## config.mk

```make
export PLATFORM = sky130hd
export DESIGN_NAME = sdram_port_arbiter
export DESIGN_NICKNAME = d
export VERILOG_FILES = /design/src/rtl/sdram_port_arbiter.sv
export SDC_FILE = /design/constraint.sdc
export NUM_CORES = 1
export LEC_CHECK = 0
export ABC_AREA = 1
export BUFFER_PORTS_ARGS = -buffer_cell sky130_fd_sc_hd__buf_4
export CAP_MARGIN = 25
export CORE_UTILIZATION = 51
export DETAILED_ROUTE_END_ITERATION = 6
export GPL_TIMING_DRIVEN = 0
export PLACE_DENSITY = 0.87
export SETUP_SLACK_MARGIN = 0.2
export SYNTH_ARGS = -nofsm -noshare
export SYNTH_HDL_FRONTEND = slang
export SYNTH_SLANG_ARGS = --single-unit
```

## constraint.sdc

```tcl
create_clock -name CLK -period 2.3 [get_ports CLK]
set_clock_uncertainty 0.05 [all_clocks]
set_input_delay 0.23 -clock CLK [delete_from_list [all_inputs] [get_ports CLK]]
set_output_delay 0.23 -clock CLK [all_outputs]
set_load 0.005 [all_outputs]
```

## src/rtl/sdram_port_arbiter.sv

```systemverilog
// sdram_port_arbiter: shares one SDRAM controller port among three clients.
//   Port 0 = ioctl/SPI download, port 1 = video fetch, port 2 = CPU bus.
//   Fixed priority p0 > p1 > p2. A CPU starvation counter boosts p2 to
//   the top once it has waited CPU_MAX_WAIT cycles.
// Ports:
//   CLK, RESET        single clock, synchronous active-high reset
//   p{n}_req/we/addr/din/be  requester side, level req held until ack
//   p{n}_ack/dout     one-cycle completion pulse, read data held until next ack
//   mem_*             controller side, level req / one-cycle mem_ack
//   owner             granted port, 3 = none
// All outputs are registered.
module sdram_port_arbiter #(
  parameter int unsigned AW           = 24,
  parameter int unsigned CPU_MAX_WAIT = 8
) (
  input  logic          CLK,
  input  logic          RESET,
  input  logic          p0_req,
  input  logic          p0_we,
  input  logic [AW-1:0] p0_addr,
  input  logic [15:0]   p0_din,
  input  logic [1:0]    p0_be,
  output logic          p0_ack,
  output logic [15:0]   p0_dout,
  input  logic          p1_req,
  input  logic          p1_we,
  input  logic [AW-1:0] p1_addr,
  input  logic [15:0]   p1_din,
  input  logic [1:0]    p1_be,
  output logic          p1_ack,
  output logic [15:0]   p1_dout,
  input  logic          p2_req,
  input  logic          p2_we,
  input  logic [AW-1:0] p2_addr,
  input  logic [15:0]   p2_din,
  input  logic [1:0]    p2_be,
  output logic          p2_ack,
  output logic [15:0]   p2_dout,
  output logic          mem_req,
  output logic          mem_we,
  output logic [AW-1:0] mem_addr,
  output logic [15:0]   mem_din,
  output logic [1:0]    mem_be,
  input  logic          mem_ack,
  input  logic [15:0]   mem_dout,
  output logic [1:0]    owner
);

  localparam int unsigned NP = 3;
  localparam int unsigned DW = 16;
  localparam int unsigned BW = 2;
  localparam int unsigned CW = 8;
  localparam int unsigned OW = 2;

  localparam logic [OW-1:0] OWNER_NONE = OW'(3);
  localparam logic [OW-1:0] OWNER_CPU  = OW'(2);
  localparam logic [CW-1:0] WAIT_SAT   = '1;
  localparam logic [CW-1:0] BOOST_AT   = CW'(CPU_MAX_WAIT);

  typedef enum logic {
    ST_IDLE = 1'b0,
    ST_BUSY = 1'b1
  } state_t;

  state_t state_q, state_d;

  logic [NP-1:0]         req_v, we_v;
  logic [NP-1:0][AW-1:0] addr_v;
  logic [NP-1:0][DW-1:0] din_v;
  logic [NP-1:0][BW-1:0] be_v;

  logic [NP-1:0]         elig;
  logic                  boost;
  logic                  grant_vld;
  logic [OW-1:0]         grant_sel;

  logic                  mem_req_q, mem_req_d;
  logic                  mem_we_q, mem_we_d;
  logic [AW-1:0]         mem_addr_q, mem_addr_d;
  logic [DW-1:0]         mem_din_q, mem_din_d;
  logic [BW-1:0]         mem_be_q, mem_be_d;
  logic [NP-1:0]         ack_q, ack_d;
  logic [NP-1:0][DW-1:0] dout_q, dout_d;
  logic [OW-1:0]         owner_q, owner_d;
  logic [CW-1:0]         cpu_wait_q, cpu_wait_d;

  // Gather per-port requester fields into indexable vectors
  assign req_v  = {p2_req, p1_req, p0_req};
  assign we_v   = {p2_we, p1_we, p0_we};
  assign addr_v = {p2_addr, p1_addr, p0_addr};
  assign din_v  = {p2_din, p1_din, p0_din};
  assign be_v   = {p2_be, p1_be, p0_be};

  // State register
  always_ff @(posedge CLK) begin
    if (RESET) state_q <= ST_IDLE;
    else       state_q <= state_d;
  end

  // Arbitration and next state; a port whose ack is high this cycle is
  // masked because its req has not dropped yet
  always_comb begin
    elig      = req_v & ~ack_q;
    boost     = (cpu_wait_q >= BOOST_AT);
    grant_vld = |elig;
    grant_sel = OWNER_NONE;
    if (boost && elig[2])  grant_sel = OW'(2);
    else if (elig[0])      grant_sel = OW'(0);
    else if (elig[1])      grant_sel = OW'(1);
    else if (elig[2])      grant_sel = OW'(2);

    state_d = state_q;
    case (state_q)
      ST_IDLE: if (grant_vld) state_d = ST_BUSY;
      ST_BUSY: if (mem_ack)   state_d = ST_IDLE;
      default: state_d = ST_IDLE;
    endcase
  end

  // Output / datapath next values
  always_comb begin
    mem_req_d  = mem_req_q;
    mem_we_d   = mem_we_q;
    mem_addr_d = mem_addr_q;
    mem_din_d  = mem_din_q;
    mem_be_d   = mem_be_q;
    ack_d      = '0;
    dout_d     = dout_q;
    owner_d    = owner_q;
    cpu_wait_d = cpu_wait_q;

    case (state_q)
      ST_IDLE: begin
        if (grant_vld) begin
          mem_req_d  = 1'b1;
          mem_we_d   = we_v[grant_sel];
          mem_addr_d = addr_v[grant_sel];
          mem_din_d  = din_v[grant_sel];
          mem_be_d   = be_v[grant_sel];
          owner_d    = grant_sel;
        end
      end
      ST_BUSY: begin
        if (mem_ack) begin
          mem_req_d = 1'b0;
          owner_d   = OWNER_NONE;
          for (int i = 0; i < NP; i++) begin
            if (owner_q == OW'(i)) begin
              ack_d[i]  = 1'b1;
              dout_d[i] = mem_dout;
            end
          end
        end
      end
      default: ;
    endcase

    // CPU starvation counter: clears on grant or idle CPU, saturates
    if (!p2_req) begin
      cpu_wait_d = '0;
    end else if ((state_q == ST_IDLE) && grant_vld && (grant_sel == OWNER_CPU)) begin
      cpu_wait_d = '0;
    end else if ((owner_q != OWNER_CPU) && (cpu_wait_q != WAIT_SAT)) begin
      cpu_wait_d = cpu_wait_q + CW'(1);
    end
  end

  // Output and counter registers
  always_ff @(posedge CLK) begin
    if (RESET) begin
      mem_req_q  <= 1'b0;
      mem_we_q   <= 1'b0;
      mem_addr_q <= '0;
      mem_din_q  <= '0;
      mem_be_q   <= '0;
      ack_q      <= '0;
      dout_q     <= '0;
      owner_q    <= OWNER_NONE;
      cpu_wait_q <= '0;
    end else begin
      mem_req_q  <= mem_req_d;
      mem_we_q   <= mem_we_d;
      mem_addr_q <= mem_addr_d;
      mem_din_q  <= mem_din_d;
      mem_be_q   <= mem_be_d;
      ack_q      <= ack_d;
      dout_q     <= dout_d;
      owner_q    <= owner_d;
      cpu_wait_q <= cpu_wait_d;
    end
  end

  assign mem_req  = mem_req_q;
  assign mem_we   = mem_we_q;
  assign mem_addr = mem_addr_q;
  assign mem_din  = mem_din_q;
  assign mem_be   = mem_be_q;
  assign p0_ack   = ack_q[0];
  assign p1_ack   = ack_q[1];
  assign p2_ack   = ack_q[2];
  assign p0_dout  = dout_q[0];
  assign p1_dout  = dout_q[1];
  assign p2_dout  = dout_q[2];
  assign owner    = owner_q;

endmodule

```

==> flow_summary.html, run 1 <==
<table>
<tr><th>Metric</th><th>Value</th></tr>
<tr><th colspan="2">Routing</th></tr>
<tr><td>First-iteration detailed-routing DRC count</td><td>412</td></tr>
<tr><td>Detail Route Antenna Nets</td><td>0</td></tr>
<tr><td>DRC errors left</td><td>0</td></tr>
<tr><td>Total iterations of the first detailed-routing run</td><td>4</td></tr>
<tr><td>Total via count in the routed design</td><td>6,140</td></tr>
<tr><td>Vias per cell</td><td>4.88</td></tr>
<tr><td>Routed WL per cell</td><td>13.7 um</td></tr>
<tr><td>Final wirelength</td><td>17,300 um</td></tr>
<tr><th colspan="2">Worst setup path</th></tr>
<tr><td>Worst Setup Path Type</td><td>register to register</td></tr>
<tr><td>Cell-by-cell trace of the critical path</td><td>ha_1 &gt; nand2_1 &gt; nor2_1 &gt; a21oi_2 &gt; inv_1 &gt; nor2_1 &gt; nand2_1 &gt; nand2_1 &gt; nor2_1</td></tr>
<tr><td>Largest stage delay, worst path</td><td>0.35 ns</td></tr>
<tr><td>Internal reg-to-reg setup slack</td><td>0.49 ns</td></tr>
<tr><td>Startpoint Class</td><td>register</td></tr>
<tr><td>Data required time of the worst path</td><td>2.51 ns</td></tr>
<tr><td>Crit path buf inv count</td><td>1</td></tr>
<tr><td>Largest delay contributor family on the critical path</td><td>simple AND/OR/NAND/NOR gates</td></tr>
<tr><td>Highest fanout seen on the critical path</td><td>8</td></tr>
<tr><td>Critical Path Slowest Stage Cell</td><td>sky130_fd_sc_hd__dfxtp_1</td></tr>
<tr><td>Critical path data arrival time</td><td>2.02 ns</td></tr>
<tr><td>Crit path capture type</td><td>register</td></tr>
<tr><td>Cell depth of the worst flop-to-flop path</td><td>9</td></tr>
<tr><td>Critical path depth in cells</td><td>9</td></tr>
<tr><th colspan="2">Synthesis</th></tr>
<tr><td>Top cell type's share of synthesized area</td><td>39.5%</td></tr>
<tr><td>Number of storage elements in the synthesis netlist</td><td>106</td></tr>
<tr><td>Mean area per synthesized cell</td><td>6.24 sq um</td></tr>
<tr><td>Netlist Area Pre-Place</td><td>5370 sq um</td></tr>
<tr><td>Count of warnings emitted by yosys</td><td>0</td></tr>
<tr><td>Net Count, Synth</td><td>1,013</td></tr>
<tr><td>Synth Instances</td><td>860</td></tr>
<tr><td>Largest area contributor in the synthesized netlist</td><td>sky130_fd_sc_hd__dfxtp_1</td></tr>
<tr><td>Synth cell types</td><td>29</td></tr>
<tr><td>Fraction of the yosys area taken by sequential cells</td><td>39.5%</td></tr>
<tr><td>Biggest area contributors in the synthesized netlist</td><td>sky130_fd_sc_hd__dfxtp_1, sky130_fd_sc_hd__nor2_1, sky130_fd_sc_hd__nand2_1</td></tr>
<tr><th colspan="2">Clock network</th></tr>
<tr><td>Buffers from clock root to sink, at most</td><td>2</td></tr>
<tr><td>Worst-Skew Late Latency</td><td>0.38 ns</td></tr>
<tr><td>CTS-repair resized insts</td><td>0</td></tr>
<tr><td>Count of hold-fix buffers inserted at cts</td><td>0</td></tr>
<tr><td>Clock-pin slew on the worst setup and hold paths</td><td>0.12 ns</td></tr>
<tr><td>Count of buffers added by post-CTS timing repair for setup</td><td>0</td></tr>
<tr><td>H-tree depth reported by CTS</td><td>3</td></tr>
<tr><td>TritonCTS sink count</td><td>106</td></tr>
<tr><td>TritonCTS buffer count</td><td>9</td></tr>
<tr><td>Master cell of the clock root buffer</td><td>sky130_fd_sc_hd__clkbuf_8</td></tr>
<tr><td>Clock tree from TritonCTS</td><td>yes</td></tr>
<tr><th colspan="2">Finish</th></tr>
<tr><td>Net count of the finished layout</td><td>1,271</td></tr>
<tr><td>Layout area overhead</td><td>41.3%</td></tr>
<tr><td>Footprint of the multi-input gates</td><td>2580 sq um</td></tr>
<tr><td>Share of post-route cells with drive strength above 1</td><td>27.9%</td></tr>
<tr><td># diodes</td><td>0</td></tr>
<tr><td>Final Util</td><td>73.8%</td></tr>
<tr><td>Fill count</td><td>909</td></tr>
<tr><td>Area taken by flip-flops and latches</td><td>2120 sq um</td></tr>
<tr><th colspan="2">Power and ir drop</th></tr>
<tr><td>Max rail drop VDD</td><td>0.493 mV</td></tr>
<tr><td>Power density over the cells</td><td>547 nW/um^2</td></tr>
<tr><td>Pleak</td><td>4.27 nW</td></tr>
<tr><th colspan="2">STA</th></tr>
<tr><td>Tmin final</td><td>1.81 ns</td></tr>
<tr><td>Final hold viol count</td><td>0</td></tr>
<tr><td>Transition time of the tightest slew-check pin</td><td>0.504 ns</td></tr>
<tr><td>Share of the clock period used by the worst path</td><td>78.5%</td></tr>
<tr><td>Final setup slack of the worst path</td><td>0.493 ns</td></tr>
<tr><td>RSZ-0062 raised after global routing</td><td>false</td></tr>
<tr><td>Max-slew violation count</td><td>0</td></tr>
<tr><td>Slew Limit Headroom</td><td>66.4%</td></tr>
<tr><td>Max Fclk</td><td>554 MHz</td></tr>
<tr><td>Endpoints failing setup</td><td>0</td></tr>
<tr><td>Setup tns final</td><td>0 ns</td></tr>
<tr><th colspan="2">Global route</th></tr>
<tr><td>Maximum number of pins on one net before global-route repair</td><td>21</td></tr>
<tr><td>Number of global-route vias before repair</td><td>5,697</td></tr>
<tr><td>Wire length of the first global-routing pass</td><td>27,700 um</td></tr>
<tr><td>GR met1 Demand/Resource</td><td>38.5%</td></tr>
<tr><td>Antenna violations before repair</td><td>0</td></tr>
<tr><td>Global-route track usage on met2</td><td>54.0%</td></tr>
<tr><td>Gr usage total</td><td>31.5%</td></tr>
<tr><td>Most Used Layer, Global Route</td><td>met2</td></tr>
<tr><td>GR Overflow Total</td><td>0</td></tr>
<tr><td>Met3 demand-to-capacity share in global routing</td><td>7.80%</td></tr>
<tr><th colspan="2">Placed design</th></tr>
<tr><td>Quantity of I/O buffers inserted on ports</td><td>247</td></tr>
<tr><td>HPWL after detailed placement</td><td>13,300 um</td></tr>
<tr><td>Post-placement setup slack</td><td>0.528 ns</td></tr>
<tr><td>GPL Wtd Cong</td><td>0.942</td></tr>
<tr><th colspan="2">Run status</th></tr>
<tr><td>Run status</td><td>finished clean</td></tr>
<tr><th colspan="2">Run</th></tr>
<tr><td>Number of max-cap violations</td><td>0</td></tr>
<tr><th colspan="2">Floorplan</th></tr>
<tr><td>Number of ports placed on the die boundary</td><td>248</td></tr>
<tr><td>Number of rows created at floorplan</td><td>37</td></tr>
<tr><td>Die area</td><td>10,900 sq um</td></tr>
<tr><td>Vertical die dimension</td><td>105 um</td></tr>
<tr><td>Effective utilization at floorplan</td><td>52.2%</td></tr>
<tr><td>Std-Cell Core Area</td><td>10,300 sq um</td></tr>
<tr><td>DIE WIDTH</td><td>105 um</td></tr>
<tr><th colspan="2">Hold path</th></tr>
<tr><td>Hold Path Class</td><td>input pin to register</td></tr>
<tr><td>Hold path cells</td><td>3</td></tr>
</table>
-- through the flow --
stage | hold slack (ns) | area (sq um) | instances | total power, mW
floorplan | 0.315 | 5370 | 860 | 2.53
global placement | 0.403 | 7390 | 1243 | 3.03
detailed placement | 0.412 | 7390 | 1243 | 3.05
CTS | 0.0408 | 7580 | 1259 | 4.16
global route | 0.0498 | 7580 | 1259 | 4.35
finish | 0.0380 | 7580 | 1259 | 4.15
-- layout by cell type, fill, tap and decap left out --
cell type and instances:
sky130_fd_sc_hd__nor3_4 2, sky130_fd_sc_hd__inv_6 2, sky130_fd_sc_hd__ha_1 2, sky130_fd_sc_hd__nand2_2 4, sky130_fd_sc_hd__a31oi_1 1, sky130_fd_sc_hd__nor2_2 1
sky130_fd_sc_hd__nor3b_1 1, sky130_fd_sc_hd__dfxtp_1 106, sky130_fd_sc_hd__inv_8 2, sky130_fd_sc_hd__nand3_1 90, sky130_fd_sc_hd__clkbuf_8 9, sky130_fd_sc_hd__nor2_4 2
sky130_fd_sc_hd__o211ai_1 1, sky130_fd_sc_hd__buf_6 3, sky130_fd_sc_hd__inv_1 102, sky130_fd_sc_hd__o21bai_1 2, sky130_fd_sc_hd__buf_1 1, sky130_fd_sc_hd__a21oi_4 1
sky130_fd_sc_hd__clkinv_4 1, sky130_fd_sc_hd__nand3_2 1, sky130_fd_sc_hd__buf_2 20, sky130_fd_sc_hd__a21oi_1 10, sky130_fd_sc_hd__xor2_1 2, sky130_fd_sc_hd__a21o_1 1
sky130_fd_sc_hd__o21ai_0 49, sky130_fd_sc_hd__clkinv_8 1, sky130_fd_sc_hd__inv_2 7, sky130_fd_sc_hd__a21oi_2 1, sky130_fd_sc_hd__nor2_1 263, sky130_fd_sc_hd__clkbuf_1 14
sky130_fd_sc_hd__nand2_1 158, sky130_fd_sc_hd__nor3_1 2, sky130_fd_sc_hd__buf_4 256, sky130_fd_sc_hd__nand3b_1 5
-- layout make-up --
| class | count | share of cell area [%] |
|---|---|---|
| repair buffers | 247 | 24.5 |
| well taps | 136 | 2.24 |
| clock buffers | 10 | 1.68 |
| inverters | 109 | 5.40 |
| multi-input cells | 599 | 34.0 |
| flip-flops and latches | 106 | 28.0 |
| plain buffers | 46 | 3.35 |
| clock inverters | 6 | 0.858 |
-- where the power goes --
group / switching, mW / internal (mW) / leakage, nW / total [mW]
clock network: 0.703 / 0.429 / 0.0981 / 1.13
logic: 0.512 / 0.491 / 3.30 / 1.00
registers: 0.0678 / 1.95 / 0.868 / 2.02
-- synthesized netlist by cell type (all sizes together) --
library cell and instances:
a21o 1, a21oi 12, a31oi 1, buf 33
clkbuf 13, dfxtp 106, ha 2, inv 109
nand2 162, nand3 91, nand3b 5, nor2 266
nor3 4, nor3b 1, o211ai 1, o21ai 49
o21bai 2, xor2 2
-- flip-flops by register name, indices dropped and copies added, names as in the netlist --
name,count
mem_addr,24
mem_din,16
p0_dout,16
p1_dout,16
p2_dout,16
cpu_wait_q,8
ack_q,3
mem_be,2
owner,2
mem_req,1
mem_we,1
state_q,1
-- worst paths after layout --
check / start / end
max: cpu_wait_q[0] / cpu_wait_q[6]
min: mem_dout[3] / p1_dout[3]
max reg2reg: cpu_wait_q[0] / cpu_wait_q[6]
min reg2reg: cpu_wait_q[7] / cpu_wait_q[7]
-- routing by layer --
metal	up-vias	part of all wire, %	wire length (um)
met5	-	0	0
met1	2740	41	7100
met2	240	48	8210
met4	0	2.6	455
li1	3129	-	-
met3	31	8.7	1500
-- worst register-to-register path: cells and delay by family (launching register included) --
family	cells	cell delay (ns)
buffers and inverters	1	0.21
AND/OR/NAND/NOR	6	0.58
flip-flops	1	0.35
adder cells (fa/ha/maj)	1	0.22
AO/OA/AOI/OAI	1	0.31
-- logic make-up (layout without fill, tap and decap cells) --
family,after synthesis,count (layout),synth area share [%]
compound gates,66,66,6.65
xor+xnor,2,2,0.326
fa+ha+maj,2,2,0.466
buf+inv,155,418,12.4
flops,106,106,39.5
simple gates,529,529,40.7
Note: power is estimated with default switching activity, not from simulation.
==> inputs of run 2 (changes only) <==
--- a/config.mk
+++ b/config.mk
@@ -8,10 +8,10 @@
 export ABC_AREA = 1
 export BUFFER_PORTS_ARGS = -buffer_cell sky130_fd_sc_hd__buf_4
 export CAP_MARGIN = 25
-export CORE_UTILIZATION = 51
+export CORE_UTILIZATION = 47
 export DETAILED_ROUTE_END_ITERATION = 6
 export GPL_TIMING_DRIVEN = 0
-export PLACE_DENSITY = 0.87
+export PLACE_DENSITY = 0.81
 export SETUP_SLACK_MARGIN = 0.2
 export SYNTH_ARGS = -nofsm -noshare
 export SYNTH_HDL_FRONTEND = slang
==> constraint.sdc (replaced) <==
create_clock -name CLK -period 1.73 [get_ports CLK]
set_clock_uncertainty 0.05 [all_clocks]
set_input_delay 0.173 -clock CLK [delete_from_list [all_inputs] [get_ports CLK]]
set_output_delay 0.173 -clock CLK [all_outputs]
set_load 0.005 [all_outputs]
==> run 2 against run 1 <==
Combinational power is 57% higher; power up 52%; critical path depth grew 2; sequential power up 33%; fmax is 11% higher; die area increased by 8.3%.
==> flow_summary.html, run 2 (synthesized netlist as in run 1, its figures left out) <==
<table>
<tr><th>Metric</th><th>Value</th></tr>
<tr><th colspan="2">Run status</th></tr>
<tr><td>Run status</td><td>finished clean</td></tr>
<tr><th colspan="2">Worst setup path</th></tr>
<tr><td>Largest delay contributor family on the critical path</td><td>simple AND/OR/NAND/NOR gates</td></tr>
<tr><td>Data required time of the worst path</td><td>1.92 ns (-0.59 ns)</td></tr>
<tr><td>Largest stage delay, worst path</td><td>0.36 ns (about the same)</td></tr>
<tr><td>Crit path capture type</td><td>register</td></tr>
<tr><td>Highest fanout seen on the critical path</td><td>10 (+2)</td></tr>
<tr><td>Critical Path Slowest Stage Cell</td><td>sky130_fd_sc_hd__dfxtp_2</td></tr>
<tr><td>Critical path data arrival time</td><td>1.82 ns (-0.20 ns)</td></tr>
<tr><td>Cell-by-cell trace of the critical path</td><td>inv_1 &gt; nand2_1 &gt; nand3_4 &gt; nand2_4 &gt; inv_2 &gt; buf_6 &gt; buf_6 &gt; nor2_1 &gt; nor2_1 &gt; nand2_1 &gt; inv_1</td></tr>
<tr><td>Worst Setup Path Type</td><td>register to register</td></tr>
<tr><td>Startpoint Class</td><td>register</td></tr>
<tr><td>Crit path buf inv count</td><td>5 (+4)</td></tr>
<tr><th colspan="2">Floorplan</th></tr>
<tr><td>Std-Cell Core Area</td><td>11,000 sq um (+6.9%)</td></tr>
<tr><td>Vertical die dimension</td><td>109 um (+4.1%)</td></tr>
<tr><td>Number of rows created at floorplan</td><td>38 (+2.7%)</td></tr>
<tr><td>DIE WIDTH</td><td>109 um (+4.1%)</td></tr>
<tr><td>Effective utilization at floorplan</td><td>48.9% (-3.4 points)</td></tr>
<tr><td>Die area</td><td>11,800 sq um (+8.3%)</td></tr>
<tr><td>Number of ports placed on the die boundary</td><td>248 (unchanged)</td></tr>
<tr><th colspan="2">STA</th></tr>
<tr><td>Tmin final</td><td>1.63 ns (-0.180 ns)</td></tr>
<tr><td>Max Fclk</td><td>615 MHz (+11%)</td></tr>
<tr><td>Final hold viol count</td><td>0 (unchanged)</td></tr>
<tr><td>Max-slew violation count</td><td>0 (unchanged)</td></tr>
<tr><td>Worst hold-check slack</td><td>0.0101 ns (-0.0279 ns)</td></tr>
<tr><td>Slew Limit Headroom</td><td>60.9% (-5.5 points)</td></tr>
<tr><td>Final setup slack of the worst path</td><td>0.104 ns (-0.390 ns)</td></tr>
<tr><td>Share of the clock period used by the worst path</td><td>94.0% (+15 points)</td></tr>
<tr><td>RSZ-0062 raised after global routing</td><td>true</td></tr>
<tr><td>Endpoints failing setup</td><td>0 (unchanged)</td></tr>
<tr><td>Transition time of the tightest slew-check pin</td><td>0.586 ns (+0.0818 ns)</td></tr>
<tr><th colspan="2">Finish</th></tr>
<tr><td>Number of flip-flops in the largest register</td><td>24 (unchanged)</td></tr>
<tr><td>Top library cells by usage in the layout, fill and taps aside</td><td>sky130_fd_sc_hd__buf_4, sky130_fd_sc_hd__nor2_1, sky130_fd_sc_hd__nand2_1</td></tr>
<tr><td># diodes</td><td>0 (unchanged)</td></tr>
<tr><td>Layout area overhead</td><td>58.1%</td></tr>
<tr><td>Net count of the finished layout</td><td>1,301 (+2.4%)</td></tr>
<tr><td>Most frequent standard cell in the layout excluding fill and tap cells</td><td>sky130_fd_sc_hd__buf_4</td></tr>
<tr><td>Share of post-route cells with drive strength above 1</td><td>35.6% (+7.7 points)</td></tr>
<tr><th colspan="2">Power and ir drop</th></tr>
<tr><td>Pleak</td><td>4.65 nW (+8.8%)</td></tr>
<tr><td>Power density over the cells</td><td>744 nW/um^2 (+36%)</td></tr>
<tr><td>Max rail drop VDD</td><td>0.638 mV (+30%)</td></tr>
<tr><th colspan="2">Routing</th></tr>
<tr><td>First-iteration detailed-routing DRC count</td><td>421 (+2.2%)</td></tr>
<tr><td>Detail Route Antenna Nets</td><td>0 (unchanged)</td></tr>
<tr><td>Final wirelength</td><td>19,600 um (+14%)</td></tr>
<tr><td>Total via count in the routed design</td><td>6,439 (+4.9%)</td></tr>
<tr><td>DRC errors left</td><td>0 (unchanged)</td></tr>
<tr><td>Total iterations of the first detailed-routing run</td><td>5 (+1)</td></tr>
<tr><td>Vias per cell</td><td>4.98 (+2.1%)</td></tr>
<tr><td>Routed WL per cell</td><td>15.2 um (+11%)</td></tr>
<tr><th colspan="2">Placed design</th></tr>
<tr><td>GPL Wtd Cong</td><td>0.916 (-2.8%)</td></tr>
<tr><td>HPWL after detailed placement</td><td>13,300 um (-0.61%)</td></tr>
<tr><td>Quantity of I/O buffers inserted on ports</td><td>247 (unchanged)</td></tr>
<tr><td>Post-placement setup slack</td><td>-0.0546 ns (-0.583 ns)</td></tr>
<tr><th colspan="2">Global route</th></tr>
<tr><td>Maximum number of pins on one net before global-route repair</td><td>21 (unchanged)</td></tr>
<tr><td>Gr usage total</td><td>29.5% (-2.0 points)</td></tr>
<tr><td>Antenna violations before repair</td><td>0 (unchanged)</td></tr>
<tr><td>GR Overflow Total</td><td>0 (unchanged)</td></tr>
<tr><td>Number of global-route vias before repair</td><td>5,605 (-1.6%)</td></tr>
<tr><td>Wire length of the first global-routing pass</td><td>27,400 um (-1.2%)</td></tr>
<tr><th colspan="2">Clock network</th></tr>
<tr><td>TritonCTS buffer count</td><td>9 (unchanged)</td></tr>
<tr><td>Clock-pin slew on the worst setup and hold paths</td><td>0.08 ns (-0.04 ns)</td></tr>
<tr><td>Clock tree from TritonCTS</td><td>yes</td></tr>
<tr><td>Worst-Skew Late Latency</td><td>0.35 ns (-0.03 ns)</td></tr>
<tr><td>Buffers from clock root to sink, at most</td><td>2 (unchanged)</td></tr>
<tr><td>H-tree depth reported by CTS</td><td>3 (unchanged)</td></tr>
<tr><td>Master cell of the clock root buffer</td><td>sky130_fd_sc_hd__clkbuf_16</td></tr>
<tr><td>TritonCTS sink count</td><td>106 (unchanged)</td></tr>
<tr><th colspan="2">Run</th></tr>
<tr><td>Number of max-cap violations</td><td>0 (unchanged)</td></tr>
<tr><th colspan="2">Hold path</th></tr>
<tr><td>Hold Path Class</td><td>input pin to register</td></tr>
</table>
==> run 2: cell count changes in the layout (fill, tap and decap cells not counted), moves of 11 or more <==
cell                        before  now
sky130_fd_sc_hd__buf_6           3   15
sky130_fd_sc_hd__clkbuf_16       0   16
sky130_fd_sc_hd__nand2_1       158  147
sky130_fd_sc_hd__buf_2          20    7
sky130_fd_sc_hd__dfxtp_1       106   93
sky130_fd_sc_hd__nor2_2          1   19
sky130_fd_sc_hd__buf_4         256  269
sky130_fd_sc_hd__nor2_1        263  241
==> run 2: worst register-to-register path, delay by kind of cell (launching register included) <==
family / cells / cell delay (ns)
simple gates: 6 / 0.65
buf+inv: 5 / 0.45
flops: 1 / 0.36
==> run 2: what timing repair did <==
item | in CTS | in global routing
buffers inserted | 11 | 9
endpoints found under the setup margin | 86 | 73
resized for setup | 32 | 108
pin swaps | 8 | 21
cloned | 1 | 9
hold buffers | 0 | 0
==> run 2: per-layer routing <==
layer	global-route usage (%)	wire [um]	up-vias	part of all wire, %
met4	7.92	590	0	3.0
li1	-	-	3199	-
met5	0	0	-	0
met3	8.49	1820	45	9.3
met1	35.9	7810	2896	40
met2	50.8	9390	299	48
==> run 2: per-stage QoR <==
stage / utilization (%) / cells / instance area (sq um) / total power [mW] / setup TNS, ns
after floorplan: - / 860 / 5370 / 3.37 / 0
final: 77.3 / 1293 / 8490 / 6.31 / 0
after detailed placement: 67.3 / 1247 / 7400 / 4.05 / -0.106
after global routing: 77.3 / 1293 / 8490 / 6.58 / 0
after CTS: 71.7 / 1275 / 7870 / 6.13 / 0
after global placement: 67.3 / 1247 / 7400 / 4.04 / -0.0445
==> run 2: path summary, 6_finish.rpt <==
kind                                   from          end  slack, ns  cells past startpoint
worst min register to register      mem_req      mem_req       0.43                      2
worst max-delay path               ack_q[2]  mem_addr[5]       0.10                     11
worst max register to register     ack_q[2]  mem_addr[5]       0.10                     11
worst min-delay path            mem_dout[2]   p0_dout[2]       0.01                      3
==> run 2: report_power, final <==
part	leakage, nW	internal, mW	switching (mW)	total [mW]
sequential	0.873	2.59	0.0954	2.68
combinational	3.63	0.796	0.772	1.57
clock	0.146	1.02	1.04	2.06
total	4.65	4.40	1.91	6.31
==> run 2: cell type report <==
type / count / area [sq um]
fillers: 829 / 2500
multi-input cells: 601 / 2850
repair buffers: 275 / 2200
flip-flops and latches: 106 / 2150
clock inverters: 7 / 72.6
well taps: 140 / 175
clock buffers: 9 / 225
plain buffers: 46 / 403
inverters: 109 / 412
==> inputs of run 3 (changes only) <==
--- a/config.mk
+++ b/config.mk
@@ -8,11 +8,11 @@
 export ABC_AREA = 1
 export BUFFER_PORTS_ARGS = -buffer_cell sky130_fd_sc_hd__buf_4
 export CAP_MARGIN = 25
-export CORE_UTILIZATION = 47
+export CORE_UTILIZATION = 43
 export DETAILED_ROUTE_END_ITERATION = 6
 export GPL_TIMING_DRIVEN = 0
-export PLACE_DENSITY = 0.81
-export SETUP_SLACK_MARGIN = 0.2
+export PLACE_DENSITY = 0.78
+export SETUP_SLACK_MARGIN = 0.02
 export SYNTH_ARGS = -nofsm -noshare
 export SYNTH_HDL_FRONTEND = slang
 export SYNTH_SLANG_ARGS = --single-unit
==> constraint.sdc (replaced) <==
create_clock -name CLK -period 1.45 [get_ports CLK]
set_clock_uncertainty 0.05 [all_clocks]
set_input_delay 0.145 -clock CLK [delete_from_list [all_inputs] [get_ports CLK]]
set_output_delay 0.145 -clock CLK [all_outputs]
set_load 0.005 [all_outputs]
==> run 3 against run 2 <==
The flow now finishes with violations (setup timing); register-to-register slack worse by 0.18 ns; sequential share of layout area is 0.66 points lower; worst setup slack worse by 0.18 ns; routed wire length decreased by 2.6%; cell area increased by 2.6%; via count decreased by 1.9%; power up 19%; utilization is 5.4 points lower; combinational power rose by 23%; die area increased by 9.1%; non-clock buffer count grew 3; largest cell class unchanged; largest power group unchanged.
==> flow_summary.html, run 3 (synthesized netlist as in run 1, its figures left out) <==
<table>
<tr><th>Metric</th><th>Value</th></tr>
<tr><th colspan="2">Worst setup path</th></tr>
<tr><td>Largest stage delay, worst path</td><td>0.36 ns (about the same)</td></tr>
<tr><td>Highest fanout seen on the critical path</td><td>6 (-4)</td></tr>
<tr><td>Data required time of the worst path</td><td>1.64 ns (-0.28 ns)</td></tr>
<tr><td>Critical Path Slowest Stage Cell</td><td>sky130_fd_sc_hd__dfxtp_4</td></tr>
<tr><td>Startpoint Class</td><td>register</td></tr>
<tr><td>Worst Setup SP</td><td>ack_q[2]</td></tr>
<tr><td>Worst Setup Path Type</td><td>register to register</td></tr>
<tr><td>Crit path capture type</td><td>register</td></tr>
<tr><td>Crit Reg-Reg Startpoint</td><td>ack_q[2]</td></tr>
<tr><td>Critical path data arrival time</td><td>1.72 ns (-0.10 ns)</td></tr>
<tr><td>Cell-by-cell trace of the critical path</td><td>nor2_4 &gt; nand2_4 &gt; nand2_4 &gt; buf_12 &gt; buf_8 &gt; nor2_2 &gt; nand2_1 &gt; nand3_2 &gt; nand2_1 &gt; inv_1</td></tr>
<tr><th colspan="2">Finish</th></tr>
<tr><td>Area taken by flip-flops and latches</td><td>2140 sq um (about the same)</td></tr>
<tr><td>Share of post-route cells with drive strength above 1</td><td>38.0% (+2.4 points)</td></tr>
<tr><td># diodes</td><td>0 (unchanged)</td></tr>
<tr><td>Top library cells by usage in the layout, fill and taps aside</td><td>sky130_fd_sc_hd__buf_4, sky130_fd_sc_hd__nor2_1, sky130_fd_sc_hd__nand2_1</td></tr>
<tr><td>Layout area overhead</td><td>62.3%</td></tr>
<tr><td>Fill count</td><td>1,005 (+21%)</td></tr>
<tr><td>Footprint of the multi-input gates</td><td>3030 sq um (+6.5%)</td></tr>
<tr><td>Most frequent standard cell in the layout excluding fill and tap cells</td><td>sky130_fd_sc_hd__buf_4</td></tr>
<tr><td>Non-filler instance count after layout</td><td>1,323 (+2.3%)</td></tr>
<tr><td>Number of flip-flops in the largest register</td><td>24 (unchanged)</td></tr>
<tr><td>Net count of the finished layout</td><td>1,303 (+0.15%)</td></tr>
<tr><td>Area of all placed cells without fillers</td><td>8710 sq um (+2.6%)</td></tr>
<tr><td>Final Util</td><td>71.9% (-5.4 points)</td></tr>
<tr><th colspan="2">Routing</th></tr>
<tr><td>Routed WL per cell</td><td>14.4 um (-4.8%)</td></tr>
<tr><td>Total via count in the routed design</td><td>6,318 (-1.9%)</td></tr>
<tr><td>Vias per cell</td><td>4.78 (-4.1%)</td></tr>
<tr><td>Final wirelength</td><td>19,100 um (-2.6%)</td></tr>
<tr><td>First-iteration detailed-routing DRC count</td><td>403 (-4.3%)</td></tr>
<tr><td>Detail Route Antenna Nets</td><td>0 (unchanged)</td></tr>
<tr><td>Total iterations of the first detailed-routing run</td><td>5 (unchanged)</td></tr>
<tr><td>DRC errors left</td><td>0 (unchanged)</td></tr>
<tr><th colspan="2">Hold path</th></tr>
<tr><td>Hold Path Class</td><td>input pin to register</td></tr>
<tr><td>Launch point of the worst hold path</td><td>mem_dout[0]</td></tr>
<tr><th colspan="2">STA</th></tr>
<tr><td>Share of the clock period used by the worst path</td><td>105% (+11 points)</td></tr>
<tr><td>RSZ-0062 raised after global routing</td><td>true</td></tr>
<tr><td>Slew Limit Headroom</td><td>60.1% (-0.84 points)</td></tr>
<tr><td>Transition time of the tightest slew-check pin</td><td>0.599 ns (+0.0127 ns)</td></tr>
<tr><td>Worst hold-check slack</td><td>0.00402 ns (-0.00609 ns)</td></tr>
<tr><td>Endpoints failing setup</td><td>44 (+44)</td></tr>
<tr><td>Setup tns final</td><td>-1.22 ns (-1.22 ns)</td></tr>
<tr><td>Max-slew violation count</td><td>0 (unchanged)</td></tr>
<tr><td>Final hold viol count</td><td>0 (unchanged)</td></tr>
<tr><td>Tmin final</td><td>1.53 ns (-0.0988 ns)</td></tr>
<tr><td>Final setup slack of the worst path</td><td>-0.0775 ns (-0.181 ns)</td></tr>
<tr><td>Max Fclk</td><td>655 MHz (+6.5%)</td></tr>
<tr><th colspan="2">Placed design</th></tr>
<tr><td>Quantity of I/O buffers inserted on ports</td><td>247 (unchanged)</td></tr>
<tr><td>Post-placement setup slack</td><td>-0.312 ns (-0.258 ns)</td></tr>
<tr><td>GPL Wtd Cong</td><td>0.876 (-4.3%)</td></tr>
<tr><td>Number of cells after detailed placement</td><td>1,275 (+2.2%)</td></tr>
<tr><td>HPWL after detailed placement</td><td>13,500 um (+2.0%)</td></tr>
<tr><td>Placed cell area</td><td>7450 sq um (+0.76%)</td></tr>
<tr><th colspan="2">Floorplan</th></tr>
<tr><td>Std-Cell Core Area</td><td>12,100 sq um (+10%)</td></tr>
<tr><td>Die area</td><td>12,900 sq um (+9.1%)</td></tr>
<tr><td>DIE WIDTH</td><td>114 um (+4.5%)</td></tr>
<tr><td>Number of ports placed on the die boundary</td><td>248 (unchanged)</td></tr>
<tr><td>Vertical die dimension</td><td>114 um (+4.5%)</td></tr>
<tr><td>Number of rows created at floorplan</td><td>40 (+5.3%)</td></tr>
<tr><td>Effective utilization at floorplan</td><td>44.3% (-4.6 points)</td></tr>
<tr><th colspan="2">Clock network</th></tr>
<tr><td>TritonCTS buffer count</td><td>9 (unchanged)</td></tr>
<tr><td>Clock-pin slew on the worst setup and hold paths</td><td>0.08 ns (about the same)</td></tr>
<tr><td>Worst-Skew Late Latency</td><td>0.34 ns (about the same)</td></tr>
<tr><td>TritonCTS sink count</td><td>106 (unchanged)</td></tr>
<tr><td>Master cell of the clock root buffer</td><td>sky130_fd_sc_hd__clkbuf_16</td></tr>
<tr><td>H-tree depth reported by CTS</td><td>3 (unchanged)</td></tr>
<tr><td>Buffers from clock root to sink, at most</td><td>2 (unchanged)</td></tr>
<tr><td>Clock tree from TritonCTS</td><td>yes</td></tr>
<tr><th colspan="2">Power and ir drop</th></tr>
<tr><td>Pleak</td><td>4.66 nW (+0.32%)</td></tr>
<tr><td>Switching share of power</td><td>29.4% (-0.81 points)</td></tr>
<tr><td>Max rail drop VDD</td><td>0.627 mV (-1.8%)</td></tr>
<tr><td>Logic gate share of total power</td><td>25.8% (+1.0 points)</td></tr>
<tr><td>Power density over the cells</td><td>861 nW/um^2 (+16%)</td></tr>
<tr><td>Portion of total power attributed to the clock network</td><td>31.6% (-1.1 points)</td></tr>
<tr><td>Power share of the sequential group</td><td>42.6% (about the same)</td></tr>
<tr><td>Sum of internal, switching and leakage power</td><td>7.49 mW (+19%)</td></tr>
<tr><td>Power dissipated by switching net loads</td><td>2.21 mW (+16%)</td></tr>
<tr><td>Internal power of the cells</td><td>5.29 mW (+20%)</td></tr>
<tr><th colspan="2">Run status</th></tr>
<tr><td>Run status</td><td>finished with violations</td></tr>
<tr><td>Failing checks</td><td>setup timing</td></tr>
<tr><th colspan="2">Global route</th></tr>
<tr><td>Number of global-route vias before repair</td><td>5,784 (+3.2%)</td></tr>
<tr><td>Antenna violations before repair</td><td>0 (unchanged)</td></tr>
<tr><td>GR Overflow Total</td><td>0 (unchanged)</td></tr>
<tr><td>Gr usage total</td><td>28.6% (-0.88 points)</td></tr>
<tr><td>Maximum number of pins on one net before global-route repair</td><td>19 (-9.5%)</td></tr>
<tr><td>Wire length of the first global-routing pass</td><td>29,000 um (+5.9%)</td></tr>
<tr><th colspan="2">Run</th></tr>
<tr><td>Number of max-cap violations</td><td>0 (unchanged)</td></tr>
</table>
[run 3: changes by cell type in the layout (fill, tap and decap cells not counted), sizes merged]
cell | previous run | this run
dlygate4sd3 | 0 | 11
clkbuf | 28 | 23
clkinv | 4 | 1
buf | 302 | 300
clkinvlp | 0 | 2
nand2 | 164 | 163
[run 3: power by group through the flow]
stage / sequential (mW) / combinational, mW / clock [mW]
final: 3.19 / 1.93 / 2.37
after global routing: 3.21 / 2.11 / 2.53
after CTS: 3.19 / 1.79 / 2.40
after detailed placement: 3.26 / 1.60 / 0
after global placement: 3.25 / 1.58 / 0
after floorplan: 3.27 / 0.756 / 0
[run 3: layout make-up]
class,instances,share of cell area [%]
buffer,43,4.84
timing repair buffer,281,25.3
sequential,106,24.6
multi-input combinational,600,34.8
clock buffer,10,2.74
clock inverter,6,0.532
tap,168,2.41
inverter,109,4.73
[run 3: layer usage]
layer  share of wire (%)  GRT usage, %
met2                  49          50.8
met4                 1.8          8.25
met5                   0             0
met3                 9.0          7.81
met1                  40          33.7
[run 3: path summary, 6_finish.rpt]
path	endpoint	cells after the start	slack, ns
hold reg to reg	mem_req	2	0.45
setup reg to reg	mem_din[11]	10	-0.08
hold / removal	p0_dout[0]	3	0.004
setup / recovery	mem_din[11]	10	-0.08
[run 3: worst max-delay path, delay by kind of cell (launching register included)]
kind | cells | cell delay, ns
buffers and inverters | 3 | 0.30
and+or+nand+nor | 7 | 0.70
DFF | 1 | 0.36
[run 3: timing repair]
action                                 in CTS  in global routing
setup endpoints to repair                  92                 89
setup buffers                              12                  5
gates cloned                                5                  2
pin swaps                                  17                 55
gates resized for setup                   106                 87
endpoints found under the hold margin      18                  0
hold buffers                               11                  0
